### src/rtl/scratch_vtiming_if.sv
// rtl/scratch_vtiming_if.sv - video timing and pixel bus for scratch_vtiming
// Purpose: groups the pixel-pipeline colour inputs and the generated timing/colour outputs.
// master: timing generator side. Drives pxl2_cen, pxl_cen, hpos, vpos, LHBL, LVBL,
//         LHBL_dly, LVBL_dly, HS, VS, frame, red, green, blue.
//         Takes pxl_red, pxl_green, pxl_blue, and pattern when SCRATCH_VTIMING_PATTERN_EN is defined.
// slave:  game video logic / frame output side, with the opposite directions.
interface scratch_vtiming_if #(
  parameter int CW = 4
);
  logic          pxl2_cen;
  logic          pxl_cen;
  logic [8:0]    hpos;
  logic [8:0]    vpos;
  logic          LHBL;
  logic          LVBL;
  logic          LHBL_dly;
  logic          LVBL_dly;
  logic          HS;
  logic          VS;
  logic          frame;
  logic [CW-1:0] pxl_red;
  logic [CW-1:0] pxl_green;
  logic [CW-1:0] pxl_blue;
  logic [CW-1:0] red;
  logic [CW-1:0] green;
  logic [CW-1:0] blue;
`ifdef SCRATCH_VTIMING_PATTERN_EN
  logic          pattern;
`endif

  modport master (
`ifdef SCRATCH_VTIMING_PATTERN_EN
    input  pattern,
`endif
    input  pxl_red, pxl_green, pxl_blue,
    output pxl2_cen, pxl_cen, hpos, vpos, LHBL, LVBL, LHBL_dly, LVBL_dly,
           HS, VS, frame, red, green, blue
  );

  modport slave (
`ifdef SCRATCH_VTIMING_PATTERN_EN
    output pattern,
`endif
    output pxl_red, pxl_green, pxl_blue,
    input  pxl2_cen, pxl_cen, hpos, vpos, LHBL, LVBL, LHBL_dly, LVBL_dly,
           HS, VS, frame, red, green, blue
  );
endinterface

### src/rtl/scratch_vtiming.sv
// rtl/scratch_vtiming.sv - parametrised video timing generator for the Scratch core
// Purpose: derives pixel clock enables from clk, runs the raster counters, and produces
// sync, raw and delayed blanking, a frame strobe and blanked registered colour.
// Ports: clk (system clock), rst (synchronous active-high reset),
//        vid (scratch_vtiming_if.master: enables, raster, sync, blanking, colour in/out).
// Optional feature: SCRATCH_VTIMING_PATTERN_EN adds vid.pattern, which selects 8 vertical
// colour bars from hpos[7:5] in place of pxl_*.
module scratch_vtiming #(
  parameter int PXL_DIV   = 8,
  parameter int H_TOTAL   = 384,
  parameter int H_ACTIVE  = 256,
  parameter int HS_START  = 288,
  parameter int HS_LEN    = 32,
  parameter int V_TOTAL   = 264,
  parameter int V_ACTIVE  = 224,
  parameter int VS_START  = 240,
  parameter int VS_LEN    = 8,
  parameter int BLANK_DLY = 2,
  parameter int CW        = 4
) (
  input  logic              clk,
  input  logic              rst,
  scratch_vtiming_if.master vid
);
  localparam int               CNT_W    = $clog2(PXL_DIV);
  localparam logic [CNT_W-1:0] CNT_LAST = CNT_W'(PXL_DIV - 1);
  localparam logic [CNT_W-1:0] CNT_HALF = CNT_W'(PXL_DIV / 2 - 1);
  localparam logic [8:0]       H_LAST   = 9'(H_TOTAL - 1);
  localparam logic [8:0]       V_LAST   = 9'(V_TOTAL - 1);
  // 10-bit limits so that totals of 512 and window ends at 512 stay representable.
  localparam logic [9:0]       H_ACT    = 10'(H_ACTIVE);
  localparam logic [9:0]       V_ACT    = 10'(V_ACTIVE);
  localparam logic [9:0]       HS_BEG   = 10'(HS_START);
  localparam logic [9:0]       HS_END   = 10'(HS_START + HS_LEN);
  localparam logic [9:0]       VS_BEG   = 10'(VS_START);
  localparam logic [9:0]       VS_END   = 10'(VS_START + VS_LEN);

  if ((PXL_DIV < 4) || ((PXL_DIV % 2) != 0) ||
      (H_TOTAL > 512) || (V_TOTAL > 512) ||
      (H_ACTIVE > H_TOTAL) || (V_ACTIVE > V_TOTAL) ||
      ((HS_START + HS_LEN) > H_TOTAL) || ((VS_START + VS_LEN) > V_TOTAL) ||
      (BLANK_DLY < 0) || (BLANK_DLY > 15)) begin : g_param_check
    $error("scratch_vtiming: illegal timing parameters");
  end

  // ST_PRIME: after reset the outputs sit at zero until the first pixel enable,
  // which loads pixel (0,0) instead of advancing, so the first pixel carries frame.
  typedef enum logic {ST_PRIME = 1'b0, ST_RUN = 1'b1} state_t;

  state_t                  state;
  state_t                  state_nxt;
  logic [CNT_W-1:0]        cnt;
  logic [CNT_W-1:0]        cnt_nxt;
  logic [8:0]              h_nxt;
  logic [8:0]              v_nxt;
  logic                    hs_nxt;
  logic                    vs_nxt;
  logic                    frame_nxt;
  logic [1:0]              blank_nxt;   // {LHBL, LVBL} for the pixel being entered
  logic [1:0]              dly_nxt;     // {LHBL_dly, LVBL_dly} after this pixel edge
  logic [BLANK_DLY:0][1:0] bl;          // bl[k] is {LHBL, LVBL} delayed k pixels
  logic [CW-1:0]           r_src;
  logic [CW-1:0]           g_src;
  logic [CW-1:0]           b_src;

  always_comb begin
    cnt_nxt   = (cnt == CNT_LAST) ? '0 : cnt + 1'b1;
    state_nxt = state;
    h_nxt     = vid.hpos;
    v_nxt     = vid.vpos;
    if (vid.pxl_cen) begin
      state_nxt = ST_RUN;
      if (state == ST_RUN) begin
        if (vid.hpos == H_LAST) begin
          h_nxt = '0;
          v_nxt = (vid.vpos == V_LAST) ? '0 : vid.vpos + 1'b1;
        end else begin
          h_nxt = vid.hpos + 1'b1;
        end
      end else begin
        h_nxt = '0;
        v_nxt = '0;
      end
    end
    blank_nxt = {({1'b0, h_nxt} < H_ACT), ({1'b0, v_nxt} < V_ACT)};
    hs_nxt    = ({1'b0, h_nxt} >= HS_BEG) && ({1'b0, h_nxt} < HS_END);
    vs_nxt    = ({1'b0, v_nxt} >= VS_BEG) && ({1'b0, v_nxt} < VS_END);
    frame_nxt = (h_nxt == 9'd0) && (v_nxt == 9'd0);
  end

  // The colour register must see the delayed blanking that becomes current on the
  // same edge, i.e. the value about to shift into the last tap.
  if (BLANK_DLY == 0) begin : g_dly0
    assign dly_nxt = blank_nxt;
  end else begin : g_dlyn
    assign dly_nxt = bl[BLANK_DLY-1];
  end

`ifdef SCRATCH_VTIMING_PATTERN_EN
  always_comb begin
    r_src = vid.pxl_red;
    g_src = vid.pxl_green;
    b_src = vid.pxl_blue;
    if (vid.pattern) begin
      r_src = {CW{h_nxt[7]}};
      g_src = {CW{h_nxt[6]}};
      b_src = {CW{h_nxt[5]}};
    end
  end
`else
  assign r_src = vid.pxl_red;
  assign g_src = vid.pxl_green;
  assign b_src = vid.pxl_blue;
`endif

  always_ff @(posedge clk) begin
    if (rst) begin
      state        <= ST_PRIME;
      cnt          <= '0;
      vid.pxl_cen  <= 1'b0;
      vid.pxl2_cen <= 1'b0;
      vid.hpos     <= '0;
      vid.vpos     <= '0;
      vid.HS       <= 1'b0;
      vid.VS       <= 1'b0;
      vid.frame    <= 1'b0;
      bl           <= '0;
      vid.red      <= '0;
      vid.green    <= '0;
      vid.blue     <= '0;
    end else begin
      state        <= state_nxt;
      cnt          <= cnt_nxt;
      vid.pxl_cen  <= (cnt_nxt == CNT_LAST);
      vid.pxl2_cen <= (cnt_nxt == CNT_LAST) || (cnt_nxt == CNT_HALF);
      if (vid.pxl_cen) begin
        vid.hpos  <= h_nxt;
        vid.vpos  <= v_nxt;
        vid.HS    <= hs_nxt;
        vid.VS    <= vs_nxt;
        vid.frame <= frame_nxt;
        bl[0]     <= blank_nxt;
        for (int k = BLANK_DLY; k > 0; k--) begin
          bl[k] <= bl[k-1];
        end
        vid.red   <= (dly_nxt[1] & dly_nxt[0]) ? r_src : '0;
        vid.green <= (dly_nxt[1] & dly_nxt[0]) ? g_src : '0;
        vid.blue  <= (dly_nxt[1] & dly_nxt[0]) ? b_src : '0;
      end
    end
  end

  assign vid.LHBL     = bl[0][1];
  assign vid.LVBL     = bl[0][0];
  assign vid.LHBL_dly = bl[BLANK_DLY][1];
  assign vid.LVBL_dly = bl[BLANK_DLY][0];
endmodule
### src/flat_wrapper.sv
// flat-port wrapper written by rule: the top's interface ports become plain ports
module scratch_vtiming_flat 
#(
  parameter int PXL_DIV   = 8,
  parameter int H_TOTAL   = 384,
  parameter int H_ACTIVE  = 256,
  parameter int HS_START  = 288,
  parameter int HS_LEN    = 32,
  parameter int V_TOTAL   = 264,
  parameter int V_ACTIVE  = 224,
  parameter int VS_START  = 240,
  parameter int VS_LEN    = 8,
  parameter int BLANK_DLY = 2,
  parameter int CW        = 4
)
  (clk, rst, vid_pxl_red, vid_pxl_green, vid_pxl_blue, vid_pxl2_cen, vid_pxl_cen, vid_hpos, vid_vpos, vid_LHBL, vid_LVBL, vid_LHBL_dly, vid_LVBL_dly, vid_HS, vid_VS, vid_frame, vid_red, vid_green, vid_blue);
  scratch_vtiming_if #(.CW(CW)) vid_i ();
  input  logic clk;
  input  logic rst;
  input wire logic [$bits(vid_i.pxl_red)-1:0] vid_pxl_red;
  input wire logic [$bits(vid_i.pxl_green)-1:0] vid_pxl_green;
  input wire logic [$bits(vid_i.pxl_blue)-1:0] vid_pxl_blue;
  output wire logic [$bits(vid_i.pxl2_cen)-1:0] vid_pxl2_cen;
  output wire logic [$bits(vid_i.pxl_cen)-1:0] vid_pxl_cen;
  output wire logic [$bits(vid_i.hpos)-1:0] vid_hpos;
  output wire logic [$bits(vid_i.vpos)-1:0] vid_vpos;
  output wire logic [$bits(vid_i.LHBL)-1:0] vid_LHBL;
  output wire logic [$bits(vid_i.LVBL)-1:0] vid_LVBL;
  output wire logic [$bits(vid_i.LHBL_dly)-1:0] vid_LHBL_dly;
  output wire logic [$bits(vid_i.LVBL_dly)-1:0] vid_LVBL_dly;
  output wire logic [$bits(vid_i.HS)-1:0] vid_HS;
  output wire logic [$bits(vid_i.VS)-1:0] vid_VS;
  output wire logic [$bits(vid_i.frame)-1:0] vid_frame;
  output wire logic [$bits(vid_i.red)-1:0] vid_red;
  output wire logic [$bits(vid_i.green)-1:0] vid_green;
  output wire logic [$bits(vid_i.blue)-1:0] vid_blue;
  assign vid_i.pxl_red = vid_pxl_red;
  assign vid_i.pxl_green = vid_pxl_green;
  assign vid_i.pxl_blue = vid_pxl_blue;
  assign vid_pxl2_cen = vid_i.pxl2_cen;
  assign vid_pxl_cen = vid_i.pxl_cen;
  assign vid_hpos = vid_i.hpos;
  assign vid_vpos = vid_i.vpos;
  assign vid_LHBL = vid_i.LHBL;
  assign vid_LVBL = vid_i.LVBL;
  assign vid_LHBL_dly = vid_i.LHBL_dly;
  assign vid_LVBL_dly = vid_i.LVBL_dly;
  assign vid_HS = vid_i.HS;
  assign vid_VS = vid_i.VS;
  assign vid_frame = vid_i.frame;
  assign vid_red = vid_i.red;
  assign vid_green = vid_i.green;
  assign vid_blue = vid_i.blue;
  scratch_vtiming #(.PXL_DIV(PXL_DIV), .H_TOTAL(H_TOTAL), .H_ACTIVE(H_ACTIVE), .HS_START(HS_START), .HS_LEN(HS_LEN), .V_TOTAL(V_TOTAL), .V_ACTIVE(V_ACTIVE), .VS_START(VS_START), .VS_LEN(VS_LEN), .BLANK_DLY(BLANK_DLY), .CW(CW)) u_core (.clk(clk), .rst(rst), .vid(vid_i));
endmodule
### config.mk
export PLATFORM = sky130hd
export DESIGN_NAME = scratch_vtiming_flat
export DESIGN_NICKNAME = d
export VERILOG_FILES = /design/src/rtl/scratch_vtiming_if.sv /design/src/rtl/scratch_vtiming.sv /design/src/flat_wrapper.sv
export SDC_FILE = /design/constraint.sdc
export NUM_CORES = 1
export LEC_CHECK = 0
export ABC_CLOCK_PERIOD_IN_PS = 4800
export CAP_MARGIN = 20
export CORE_MARGIN = 5
export CORE_UTILIZATION = 52
export CTS_BUF_LIST = sky130_fd_sc_hd__clkbuf_16
export DETAILED_ROUTE_END_ITERATION = 10
export GPL_ROUTABILITY_DRIVEN = 0
export PLACE_DENSITY = 0.9
export SETUP_SLACK_MARGIN = 0.1
export SLEW_MARGIN = 20
export SYNTH_ARGS = -nofsm -noshare
export SYNTH_HDL_FRONTEND = slang
export SYNTH_SLANG_ARGS = --single-unit
### constraint.sdc
create_clock -name clk -period 4.8 [get_ports clk]
set_input_delay 0.96 -clock clk [delete_from_list [all_inputs] [get_ports clk]]
set_output_delay 0.96 -clock clk [all_outputs]
set_load 0.01 [all_outputs]
# Yosys cells after proc, flatten, opt, wreduce, memory -nomap -nowiden
# Index checks and enable logic that the tools add are counted.
[op_classes]
n_mux = 11
n_lt_le_gt_ge = 6
mul = 0
shifts = 0
eq_ne = 5
n_reduce_logical = 6
addsub = 3
bitwise = 1
div = 0
[ops]
columns = ["op", "count"]
rows = [
  ["2-to-1 mux 9 bit", 7],
  ["adder 9 x 1 -> 9 bit (second input constant)", 2],
  ["== test 9 bit (second input constant)", 2],
  ["logical NOT 9 bit", 2],
  ["less-than comparator 9 x 8 -> 1 bit (second input constant)", 2],
  ["less-than comparator 9 bit (second input constant)", 2],
  ["2-to-1 mux 4 bit", 3],
  ["greater-or-equal comparator 9 x 8 -> 1 bit (second input constant)", 1],
  ["greater-or-equal comparator 9 bit (second input constant)", 1],
  ["== test 3 bit (second input constant)", 2],
  ["adder 3 x 1 -> 3 bit (second input constant)", 1],
  ["== test 3 x 2 -> 1 bit (second input constant)", 1],
  ["logical AND 1 bit", 3],
  ["2-to-1 mux 3 bit", 1],
  ["AND 1 bit", 1],
  ["logical OR 1 bit", 1],
]
[word_totals]
latchBits = 0
register_bits = 45
n_memories = 0
mem_bits_rw = 0
output_inout_bits = 39
in_bits = 14
rom_bits = 0
elab_cells = 47

# Logic depth before layout (Yosys ltp)
[depth]
ltp_word = 7
depth_mapped = 8
mapped_depth_nobuf = 7

# Worst setup path before layout
# Ideal clock, no wire load.
[synth_path]
kind = "register to register"
startpoint = "register u_core.vid.hpos[0]"
endpoint = "register u_core.bl (netlist bit u_core.vid.LVBL)"
stages_incl_launch_ff = 9
setup_time_ns = 0.117
synth_period_minus_slack_ns = 2.564
path_slack_ns = 2.236
n_path_buf = 1
required_ns = 4.683
arrival_time_ns = 2.447
cell_sequence = "dfxtp_1 ha_1 nand4_1 or2_1 clkbuf_1 nor4_1 a211oi_1 or4_4 a22o_1"
[synth_between]
elab_chain_len = 5
[synth_lines]
columns = ["element", "line_no", "rtl"]
rows = [
  ["start: declaration", "scratch_vtiming_if.sv:36", "output pxl2_cen, pxl_cen, hpos, vpos, LHBL, LVBL, LHBL_dly, LVBL_dly,"],
  ["start signal: assignment", "scratch_vtiming.sv:137", "vid.hpos <= h_nxt;"],
  ["== test 9 bit", "scratch_vtiming.sv:74", "if (vid.hpos == H_LAST) begin"],
  ["2-to-1 mux 9 bit", "scratch_vtiming.sv:74", ""],
  ["2-to-1 mux 9 bit", "scratch_vtiming.sv:73", "if (state == ST_RUN) begin"],
  ["2-to-1 mux 9 bit", "scratch_vtiming.sv:71", "if (vid.pxl_cen) begin"],
  ["less-than comparator 9 x 8 -> 1 bit", "scratch_vtiming.sv:85", "blank_nxt = {({1'b0, h_nxt} < H_ACT), ({1'b0, v_nxt} < V_ACT)};"],
  ["end signal: indexed assignment", "scratch_vtiming.sv:144", "bl[k] <= bl[k-1];"],
  ["end: declaration", "scratch_vtiming.sv:61", "logic [BLANK_DLY:0][1:0] bl;"],
]
# Every way passes these cells.
# A chain may end at the register's enable or synchronous reset.

# Worst setup path after layout
# Same ends and word-level chain as after synthesis.

==> reports/qor.txt <==
status: completed
Hold Vio Cnt, Final: 0
Worst EP arrival: 2.98 ns
Die W: 73.4 µm
HPWL Detailed: 3910 µm
TritonCTS clock tree: built
worst hold margin: 0.470 ns
total power: 0.798 mW
largest buffer count on any clock path: 2
slowest stage delay, CP: 0.57 ns
post-synthesis mux area share: 0.0192
first-pass GRT wire length: 9010 µm
GRT Total Usage: 0.213
Overflow after GRT: 0
post-placement cell count: 336
core area: 3940 µm²
Die H: 73.4 µm
H-tree levels: 2
hold path startpoint: u_core.cnt[0]
worst reg2reg startpoint: u_core.vid.hpos[0]
Synthesis Warnings: 0
Synth Area in Simple Gates: 0.273
number of buffers inserted by hold repair at cts: 0
Yosys top cell area share: 0.431
Startpoint Class: register
1st-pass router iterations: 5
Seq cells post-synth: 45
placed instance area: 2630 µm²
Period minus WS final: 2.80 ns
setup ws final: 2.00 ns
Peak VDD IR: 0.250 mV
number of cells upsized or downsized after cts: 0
number of max-cap violations: 0
DRC Markers: 0
Post-synth EDFFs: 0
Final Routed Wirelength: 5470 µm
Detailed Route Iter0 Violations: 349
Tcrit/Tclk final: 0.584
dpl ws: 2.04 ns
Final nets: 311
share of cells above drive strength 1: 0.0510
Worst Setup End Kind: register
drt wl/cell: 15.9 µm
Post-Synth Adder-Cell Area: 0.0239
largest net degree at the start of global routing: 44
Worst-path clk slew: 0.06 ns
Worst-Margin Slew: 0.489 ns
RSZ-0062 raised after global routing: false
I/O pin total: 53
Synth cell types: 49
main combinational cell family by area after synthesis: simple AND/OR/NAND/NOR gates
Vias: 2103
worst-case clock skew: 0.00256 ns
Starting Density: 0.530
Crit path required time: 4.98 ns
worst reg2reg path depth: 7
Die ar.: 5390 µm²
CTS Root Cell: clkbuf_16
vias in the first global route: 1984
clk_lat worst skew: 0.28 ns
Critical Path Fanout Max: 11
ant diodes: 0
max_slew headroom: 0.673
Slowest-stage cell, CP: or4_4
Syn-to-layout area delta: 33.9%
DRT antenna net count: 0
vias per cell: 6.11
Clock Sinks: 45
hold-critical path endpoint: u_core.cnt[0]
ys async rst share: 0
Util after Layout: 0.710
Seq/Total Area, Yosys: 0.431
setup bufs post-CTS: 0
worst hold path type: reg2reg
Compound-Gate Fraction of Synth Area: 0.214
antenna violations before repair: 0
Max Fclk: 357 MHz
cell row count: 23
slack of the worst reg-to-reg path: 2.00 ns
total leakage power: 0.980 nW
max-slew violation count: 0
number of cells on the worst hold path: 1
Main synth FF type: dfxtp_1
Port Buffers: 52
Yosys top cell by area: dfxtp_1
sequence of cells on the critical path: ha_1 > nand4_1 > or2_1 > nor4_1 > a211oi_1 > or4_4 > a22o_1
setup_tns: 0 ns
critical path class: reg2reg
Synth area leaders: dfxtp_1 43%, nor2_1 7.7%, a22oi_1 5.4%
worst r2r dst: u_core.vid.LVBL
syn_area_per_cell: 8.50 µm²
Finished Layout Cells: 344
Post-Synth XOR/XNOR Area: 0.00419
Fill cells: 298
cell area after synthesis: 2090 µm²
post-synthesis net count: 264
synthesized instance count: 246
Finished Cell Area: 2800 µm²
# setup viols final: 0
CTS buffer count: 5
power density cells: 285 nW/µm²
synth_stat cells (5+ instances only):
cell and n:
o21ai_0 6, nand3_1 10, nor2_1 43, nor3_1 6
a21oi_1 12, and3_1 5, a22oi_1 15, o211ai_1 5
nand2_1 18, dfxtp_1 45, clkbuf_1 11
how the worst max path moves through the flow:
stage / endpoint / slack (ns) / from / cells past startpoint
floorplan: u_core.vid.LVBL / 2.24 / u_core.vid.hpos[0] / 8
global placement: u_core.vid.LVBL / 2.19 / u_core.vid.hpos[0] / 7
detailed placement: u_core.vid.LVBL / 2.04 / u_core.vid.hpos[0] / 7
CTS: u_core.vid.LVBL / 2.03 / u_core.vid.hpos[0] / 7
global route: u_core.vid.LVBL / 1.86 / u_core.vid.hpos[0] / 7
finish: u_core.vid.LVBL / 2.00 / u_core.vid.hpos[0] / 7
report_power, final:
part | switching, mW | total (mW) | internal (mW)
clock network | 0.140 | 0.384 | 0.244
registers | 0.00287 | 0.380 | 0.378
logic | 0.0159 | 0.0337 | 0.0178
total | 0.159 | 0.798 | 0.640
cells by family (layout without fill, tap and decap cells):
family | Yosys count | count (layout)
simple gates | 113 | 113
flops | 45 | 45
mux | 4 | 4
compound gates | 61 | 61
buf+inv | 18 | 66
xor+xnor | 1 | 1
fa+ha+maj | 4 | 4
per-layer routing:
layer | GRT usage | vias to the layer above | share of wire
met5 | 0 | - | 0
met1 | 0.249 | 986 | 0.40
met3 | 0.0711 | 16 | 0.099
met4 | 0.0805 | 0 | 0.017
li1 | - | 1005 | -
met2 | 0.358 | 96 | 0.48
layout make-up:
| type | instances | area, µm² | area share |
|---|---|---|---|
| clock buffers | 5 | 125 | 0.0447 |
| clock inverters | 3 | 42.5 | 0.0152 |
| inverters | 4 | 15.0 | 0.00536 |
| multi-input cells | 183 | 1120 | 0.399 |
| flip-flops and latches | 45 | 901 | 0.322 |
| well taps | 50 | 62.6 | 0.0223 |
| repair buffers | 54 | 536 | 0.191 |
critical path, delay by kind of cell, from the launching register on:
family,cells,cell delay (ns)
simple gates,4,1.57
compound gates,2,0.34
fa+ha+maj,1,0.31
flops,1,0.48
state kept, by name (all words and copies together) (netlist names):
signal and cells:
u_core.cnt 3, u_core.dly_nxt 2, u_core.state 1, u_core.vid.HS 1
u_core.vid.LHBL 1, u_core.vid.LHBL_dly 1, u_core.vid.LVBL 1, u_core.vid.LVBL_dly 1
u_core.vid.VS 1, u_core.vid.blue 4, u_core.vid.frame 1, u_core.vid.green 4
u_core.vid.hpos 9, u_core.vid.pxl2_cen 1, u_core.vid.pxl_cen 1, u_core.vid.red 4
u_core.vid.vpos 9
layout by cell type, fill, tap and decap left out, types with 5 or more instances in the layout:
master,n
a21oi_1,12
a22oi_1,15
and3_1,5
clkbuf_16,5
clkdlybuf4s50_1,52
dfxtp_1,45
nand2_1,18
nand3_1,10
nor2_1,43
nor3_1,6
o211ai_1,5
o21ai_0,6
Note: power is estimated with default switching activity, not from simulation.
